$ cat src/rtl/button_event_ctrl.sv
// button_event_ctrl
//   Debounces the bomb panel's eight push buttons, queues press/release events
//   in a small FIFO and exposes status / pop / control registers at
//   0xF330..0xF332. Optional big-button long-press timing is compiled in when
//   the macro BTN_EVENT_HOLD_EN is defined.
//
// Ports
//   clk      system clock
//   reset    synchronous, active-high reset
//   btn_raw  raw asynchronous buttons, [7] morse_left .. [0] bigButton
//   en/we    bus access strobe / write qualifier
//   addr     bus address
//   data     bus write data
//   q        registered read data
//   irq      high while the event FIFO is non-empty
module button_event_ctrl #(
  parameter int unsigned DEBOUNCE_CYCLES = 50000,
  parameter int unsigned HOLD_CYCLES     = 50000000,
  parameter int unsigned FIFO_DEPTH      = 8
) (
  input  logic        clk,
  input  logic        reset,
  input  logic [7:0]  btn_raw,
  input  logic        en,
  input  logic        we,
  input  logic [15:0] addr,
  input  logic [15:0] data,
  output logic [15:0] q,
  output logic        irq
);

  localparam int unsigned DW = $clog2(DEBOUNCE_CYCLES);
  localparam int unsigned PW = $clog2(FIFO_DEPTH);
  localparam int unsigned CW = PW + 1;

  logic [7:0]    sync1, sync2, deb, pending, flip, served;
  logic [DW-1:0] db_cnt [8];

  logic          push_any;
  logic [2:0]    push_idx;
  logic [15:0]   event_word;
  logic          held_long, long_bit;

  logic [15:0]   mem [FIFO_DEPTH];
  logic [PW-1:0] wr_ptr, rd_ptr;
  logic [CW-1:0] count;
  logic          full, empty, ovf;
  logic          rd_pop, pop, ctrl_wr, flush, do_push, drop;
  logic [15:0]   status;
  logic          unused_bits;

  // A flip happens on the cycle the counter already holds DEBOUNCE_CYCLES-1
  // and the synced level still differs from the debounced level.
  always_comb begin
    flip = '0;
    for (int unsigned i = 0; i < 8; i++)
      flip[i] = (sync2[i] != deb[i]) && (db_cnt[i] == DW'(DEBOUNCE_CYCLES - 1));
  end

  always_ff @(posedge clk) begin
    if (reset) begin
      sync1 <= '0;
      sync2 <= '0;
      deb   <= '0;
      for (int unsigned i = 0; i < 8; i++) db_cnt[i] <= '0;
    end else begin
      sync1 <= btn_raw;
      sync2 <= sync1;
      for (int unsigned i = 0; i < 8; i++) begin
        if (sync2[i] == deb[i]) begin
          db_cnt[i] <= '0;
        end else if (flip[i]) begin
          db_cnt[i] <= '0;
          deb[i]    <= ~deb[i];
        end else begin
          db_cnt[i] <= db_cnt[i] + 1'b1;
        end
      end
    end
  end

`ifdef BTN_EVENT_HOLD_EN
  localparam int unsigned HW = $clog2(HOLD_CYCLES + 1);
  logic [HW-1:0] hold_cnt;
  logic          long_flag;

  // The long verdict is latched at the release flip so that a release event
  // delayed by higher-priority pushes still reports the completed hold.
  always_ff @(posedge clk) begin
    if (reset) begin
      hold_cnt  <= '0;
      long_flag <= 1'b0;
    end else begin
      if (!deb[0])
        hold_cnt <= '0;
      else if (hold_cnt != HW'(HOLD_CYCLES))
        hold_cnt <= hold_cnt + 1'b1;
      if (flip[0] && deb[0])
        long_flag <= (hold_cnt == HW'(HOLD_CYCLES));
    end
  end

  assign held_long = deb[0] && (hold_cnt == HW'(HOLD_CYCLES));
  assign long_bit  = long_flag;
  assign unused_bits = ^data[15:2];
`else
  assign held_long = 1'b0;
  assign long_bit  = 1'b0;
  assign unused_bits = ^{data[15:2], HOLD_CYCLES[0]};
`endif

  // Lowest pending index wins; kind is the current debounced level since a
  // flag is always served long before the same button can flip again.
  always_comb begin
    push_any = 1'b0;
    push_idx = '0;
    for (int unsigned i = 0; i < 8; i++) begin
      if (pending[i] && !push_any) begin
        push_any = 1'b1;
        push_idx = 3'(i);
      end
    end
    served     = push_any ? (8'd1 << push_idx) : '0;
    event_word = {1'b1, deb[push_idx],
                  long_bit && (push_idx == 3'd0) && !deb[0],
                  10'd0, push_idx};
  end

  assign rd_pop  = en && !we && (addr == 16'hF331);
  assign ctrl_wr = en && we && (addr == 16'hF332);
  assign flush   = ctrl_wr && data[0];
  assign full    = (count == CW'(FIFO_DEPTH));
  assign empty   = (count == '0);
  assign pop     = rd_pop && !empty;
  assign do_push = push_any && !flush && (!full || pop);
  assign drop    = push_any && !flush && full && !pop;
  assign irq     = !empty;
  assign status  = {deb, ovf, held_long, 1'b0, 5'(count)};

  always_ff @(posedge clk) begin
    if (reset)
      pending <= '0;
    else if (flush)
      pending <= '0;
    else
      pending <= (pending & ~served) | flip;
  end

  always_ff @(posedge clk) begin
    if (do_push) mem[wr_ptr] <= event_word;
  end

  always_ff @(posedge clk) begin
    if (reset || flush) begin
      wr_ptr <= '0;
      rd_ptr <= '0;
      count  <= '0;
    end else begin
      if (do_push) wr_ptr <= wr_ptr + 1'b1;
      if (pop)     rd_ptr <= rd_ptr + 1'b1;
      case ({do_push, pop})
        2'b10:   count <= count + 1'b1;
        2'b01:   count <= count - 1'b1;
        default: count <= count;
      endcase
    end
  end

  always_ff @(posedge clk) begin
    if (reset) begin
      ovf <= 1'b0;
    end else begin
      if (ctrl_wr && data[1]) ovf <= 1'b0;
      if (drop)               ovf <= 1'b1;
    end
  end

  always_ff @(posedge clk) begin
    if (reset) begin
      q <= '0;
    end else if (en) begin
      if (we)
        q <= '0;
      else if (addr == 16'hF330)
        q <= status;
      else if (addr == 16'hF331)
        q <= empty ? 16'h0000 : mem[rd_ptr];
      else
        q <= '0;
    end
  end

endmodule

$ cat config.mk
export PLATFORM = sky130hd
export DESIGN_NAME = button_event_ctrl
export DESIGN_NICKNAME = d
export VERILOG_FILES = /design/src/rtl/button_event_ctrl.sv
export SDC_FILE = /design/constraint.sdc
export NUM_CORES = 1
export LEC_CHECK = 0
export BUFFER_PORTS_ARGS = -buffer_cell sky130_fd_sc_hd__buf_4
export CAP_MARGIN = 20
export CORE_MARGIN = 2
export CORE_UTILIZATION = 40
export DETAILED_ROUTE_END_ITERATION = 10
export PLACE_DENSITY = 0.62
export SLEW_MARGIN = 40
export SYNTH_ARGS = -nofsm -noshare
export SYNTH_HDL_FRONTEND = slang
export SYNTH_SLANG_ARGS = --single-unit
$ cat constraint.sdc
create_clock -name clk -period 4.15 [get_ports clk]
set_input_delay 0.415 -clock clk [delete_from_list [all_inputs] [get_ports clk]]
set_output_delay 0.415 -clock clk [all_outputs]
set_load 0.005 [all_outputs]
# Yosys cells after proc, flatten, opt, wreduce, memory -nomap -nowiden
# Memories as Yosys holds them, arrays and structs flattened. A register that Yosys moved wholly into a read port is not among the register bits.
# Cells that the tools add are included.
[word_totals] regBits=59 ram_bits=160 input_bits=44 mem_count=2
[mem_list] name="db_cnt" words=8 word_bits=16 rd=8 rd_clocked_by_memory_dff=0 write_ports=8 line="37" text="logic [DW-1:0] db_cnt [8];"
[mem_list] name="mem" words=8 word_bits=4 rd=1 rd_clocked_by_memory_dff=1 write_ports=1 line="44" text="logic [15:0] mem [FIFO_DEPTH];"
[op_classes] add_sub_neg=12 magnitude_cmp=1 eq_ne=30 shifts=1 muxes=143 bitwise_logic=43 n_reduce_logical=52
[ops] cell="16-bit two-way mux" n=28
[ops] cell="16-bit == test, second input constant" n=11
[ops] cell="16-bit by 1-bit adder with 16-bit output, second input constant" n=8
[ops] cell="1-bit two-way mux" n=104
[ops] cell="1-bit logical AND" n=26
[ops] cell="3-bit two-way mux" n=8
[ops] cell="1-bit OR" n=24
[ops] cell="1-bit NOT" n=16
[ops] cell="2-bit AND reduction" n=8
[ops] cell="1-bit zero test" n=12
[ops] cell="8-bit AND" n=1
[ops] cell="1-bit == test" n=8
[ops] cell="8-bit two-way mux" n=1
[ops] cell="1-bit != test" n=8
[ops] cell="8-bit NOT" n=1
[ops] cell="8-bit OR" n=1
[ops] cell="4-bit one-hot mux with 2 select lines" n=1
[ops] cell="1-bit by 3-bit << shifter with 8-bit output, first input constant" n=1
[ops] cell="3-bit by 1-bit adder with 3-bit output, second input constant" n=2
[ops] cell="4-bit by 1-bit adder with 4-bit output, second input constant" n=1
[ops] cell="4-bit == test, second input constant" n=1
[ops] cell="4-bit zero test" n=1
[ops] cell="3-bit by 4-bit < comparator with 1-bit output, second input constant" n=1
[ops] cell="2-bit nonzero test" n=2
[ops] cell="6 further kinds" n=7

# Depth between registers and ports, before layout
[logic_depth] depth_word=27 depth_mapped=11 depth_no_buf=10

# Worst setup path after synthesis
# OpenSTA, ideal clock, no wires.
[synth_timing] kind="input to register" startpoint="input port addr[1]" endpoint="register count[2]" setup_ns=0.122 arrival_time_ns=2.645 required_ns=4.028 setup_slack_ns=1.383 stages=11 cell_sequence="or3_4 > or4_1 > buf_4 > nor2_2 > nand2_1 > xnor2_1 > ha_1 > or3_1 > nor3_1 > mux2i_1 > mux2i_1"
[synth_via] elab_chain_len=8
[synth_rtl] item="from (decl)" line="26" text="input logic [15:0] addr,"
[synth_rtl] item="16-bit == test" line="130" text="assign ctrl_wr = en && we && (addr == 16'hF332);"
[synth_rtl] item="1-bit logical AND" line="130"
[synth_rtl] item="1-bit logical AND" line="131" text="assign flush = ctrl_wr && data[0];"
[synth_rtl] item="1-bit zero test" line="135" text="assign do_push = push_any && !flush && (!full || pop);"
[synth_rtl] item="1-bit logical AND (2 in a row)" line="135"
[synth_rtl] item="2-bit by 1-bit == test with 1-bit output / 2-bit == test (equally long branches)" line="161" text="case ({do_push, pop})"
[synth_rtl] item="4-bit one-hot mux with 2 select lines / 2-bit nonzero test (equally long branches)"
[synth_rtl] item="to (signal assigned)" line="162" text="2'b10: count <= count + 1'b1;"
[synth_rtl] item="to (signal assigned)" line="163" text="2'b01: count <= count - 1'b1;"
[synth_rtl] item="to (signal assigned)" line="164" text="default: count <= count;"
[synth_rtl] item="to (decl)" line="46" text="logic [CW-1:0] count;"
# Parallel ways exist; a longest one is shown, timed or not.
# A chain may end at the register's enable or synchronous reset.

# Final worst setup path
[layout_timing] startpoint="register pending[0]" endpoint="register count[2]"
[layout_via] elab_chain_len=26
[layout_rtl] item="from (decl)" line="36" text="logic [7:0] sync1, sync2, deb, pending, flip, served;"
[layout_rtl] item="from (signal assigned)" line="146" text="pending <= (pending & ~served) | flip;"
[layout_rtl] item="1-bit two-way mux *" line="118" text="if (pending[i] && !push_any) begin"
[layout_rtl] item="1-bit zero test" line="118"
[layout_rtl] item="1-bit logical AND" line="118"
[layout_rtl] item="1-bit two-way mux *" line="118"
[layout_rtl] item="1-bit zero test" line="118"
[layout_rtl] item="1-bit logical AND" line="118"
[layout_rtl] item="1-bit two-way mux *" line="118"
[layout_rtl] item="1-bit zero test" line="118"
[layout_rtl] item="(+9 left out)"
[layout_rtl] item="1-bit logical AND" line="118"
[layout_rtl] item="1-bit two-way mux *" line="118"
[layout_rtl] item="1-bit zero test" line="118"
[layout_rtl] item="1-bit logical AND" line="118"
[layout_rtl] item="1-bit two-way mux *" line="118"
[layout_rtl] item="1-bit logical AND * (2 in a row)" line="135"
[layout_rtl] item="2-bit by 1-bit == test with 1-bit output / 2-bit == test (equally long branches)" line="161"
[layout_rtl] item="4-bit one-hot mux with 2 select lines / 2-bit nonzero test (equally long branches)"
# Mark *: on every way between the ends. The rest lies on a longest branch, timed or not.

==> qor.csv <==
metric;value;unit
outcome;finished, final reports clean;
cts_root_buf;clkbuf_16;
synthArstFlopShare;0;%
r2r_slack;1.45;ns
clkPwrFrac;44.4;%
synth_area;10600;µm²
fin_setup_tns;0;ns
top_usage_layer;met2;
mostFrequentLayoutCell;nor2_1;
start_kind;register;
peakVddDrop;260;µV
cp_max_fo;7;
overflow;0;
synthFlopType;edfxtp_1;
drcViolationCount;0;
antenna_found_initial;0;
port_buffers;43;
wl_per_cell;12.8;µm
drt_pre_antenna_iters;4;
slew_headroom;47.5;%
cp-end-kind;register;
grtUsageMet1;18.8;%
timing.final.crit_period;2.70;ns
swShare;20.9;%
ys_ff_latch;219;
io-pin-count;61;
leakage;0.00446;µW
grt_pass1_vias;6872;
cts_setup_buffers;0;
netlist-cell-type-count;62;
clock_skew;0.00664;ns
slew_violations;0;
die_h;167;µm
tightest_slew;0.783;ns
fp.coreArea;26000;µm²
synthCells;968;
min_path_type;in2reg;
cts_sinks;219;
cts_resized;0;
p_per_area;378;nW/µm²
row_count;59;
yosysWarnings;0;
cts_max_level;1;
cts_tree;yes;
seq_area_frac_synth;56.6;%
via_per_inst;4.72;
groute.usage.overall;13.9;%
nets;1191;
power.switching;984;µW
internal_power;3730;µW
met3_usage;2.42;%
combPwrFrac;3.4;%
critPathKind;reg2reg;
syn_to_final_growth;17.9;%
use_met2;23.1;%
post-route-period-util;65.0;%
gp_congestion;0.777;
start_util;40.7;%
p_seq_share;52.2;%
clkSlewWorstSetupHoldPaths;0.06;ns
first_iter_violations;374;
clk_latency;0.51;ns
grt_setup_unrepaired;false;
postCtsHoldBufs;0;
drt_wl_total;19100;µm
drive_gt1_share;9.19;%
final_hold_viol_count;0;
n_antenna_cell;0;
final_cell_mix;nor2_1, edfxtp_1, conb_1, nand2_1, xor2_1;
cp_data_arrival_time;3.10;ns
required;4.55;ns
worst_slack;1.45;ns
synth_edf_count;160;
drv_cap;0;
ant_nets;0;
syn_area_per_cell;10.9;µm²
dieArea;27800;µm²
grt_max_degree;47;
via_count;7030;
grt_pass1_wl;32500;µm
die_x;167;µm
place_ws;1.01;ns
clock_path_buffers;3;
fmax;0.371;GHz
postLayoutCoreUtil;48.0;%
setup_violations;0;
dp_hpwl;13500;µm
cts_buffers;25;
## flip-flops by register name (all words and copies together), names as in the netlist, 4 cells and up, named ones only
signal   flops
count        4
db_cnt     128
deb          8
mem         32
pending      8
q           13
sync1        8
sync2        8
## stage by stage
step	total power [µW]	hold WS, ns	cell area [µm²]	instances
5_1_grt	4890	0.100	12500	1489
6_report	4710	0.113	12500	1489
4_1_cts	4780	0.0964	12500	1489
2_1_floorplan	2610	0.414	11100	1097
3_5_place_dp	2660	0.422	11700	1444
3_3_place_gp	2660	0.426	11700	1444
## cell usage after synthesis (8+ instances only)
| library cell | count | area, µm² |
|---|---|---|
| a21oi_1 | 20 | 100 |
| and3_1 | 21 | 131 |
| clkbuf_1 | 19 | 71.3 |
| dfxtp_1 | 59 | 1180 |
| edfxtp_1 | 160 | 4800 |
| ha_1 | 11 | 138 |
| inv_1 | 20 | 75.1 |
| mux2i_1 | 19 | 190 |
| mux4_2 | 8 | 180 |
| nand2_1 | 70 | 263 |
| nand2b_1 | 8 | 50.1 |
| nand3_1 | 45 | 225 |
| nand4_1 | 26 | 163 |
| nor2_1 | 184 | 691 |
| nor2b_1 | 27 | 169 |
| nor3_1 | 27 | 135 |
| nor4_1 | 15 | 93.8 |
| o21ai_0 | 9 | 45.0 |
| or3_1 | 12 | 75.1 |
| xnor2_1 | 60 | 526 |
| xor2_1 | 63 | 552 |
## cells by family after synthesis
group | share of synthesized area [%]
AND/OR/NAND/NOR | 22.6
AO/OA/AOI/OAI | 3.17
flip-flops | 56.6
XOR/XNOR | 10.2
other | 0.0710
multiplexers | 4.03
adder cells (fa/ha/maj) | 1.30
buffers and inverters | 2.02
## critical path, cell delays in order (launching register included)
cell	delay (ns)
dfxtp_1	0.36
nor4_1	0.53
and3_1	0.34
a31o_2	0.20
nand2_1	0.08
xnor2_1	0.13
ha_1	0.20
or3_1	0.34
nor3_1	0.13
mux2i_1	0.13
mux2i_1	0.15
## worst paths after layout
check / from / endpoint / cells after the start
worst max register to register: pending[0]$_SDFF_PP0_ / count[2]$_SDFFE_PP0P_ / 10
worst max-delay path: pending[0]$_SDFF_PP0_ / count[2]$_SDFFE_PP0P_ / 10
worst min-delay path: btn_raw[6] / sync1[6]$_SDFF_PP0_ / 2
worst min register to register: sync1[2]$_SDFF_PP0_ / sync2[2]$_SDFF_PP0_ / 1
## layer usage
| metal | part of all wire, % | routed length [µm] |
|---|---|---|
| met1 | 48 | 9190 |
| met2 | 46 | 8800 |
| met3 | 3.6 | 690 |
| met4 | 2.1 | 394 |
| met5 | 0 | 0 |
## layout make-up
cell class	count	area (µm²)
Clock buffer	38	724
Clock inverter	7	57.6
Fill cell	2457	13500
Inverter	20	75.1
Multi-Input combinational cell	827	4880
Sequential cell	219	5990
Tap cell	335	419
Timing Repair Buffer	43	323
## power by group through the flow
stage | sequential (µW) | combinational [µW] | clock [µW]
3_5_place_dp | 2510 | 155 | 0
3_3_place_gp | 2500 | 154 | 0
2_1_floorplan | 2490 | 118 | 0
5_1_grt | 2470 | 182 | 2240
4_1_cts | 2460 | 156 | 2160
6_report | 2460 | 158 | 2090
No activity file was read; power rests on OpenSTA's default activity.
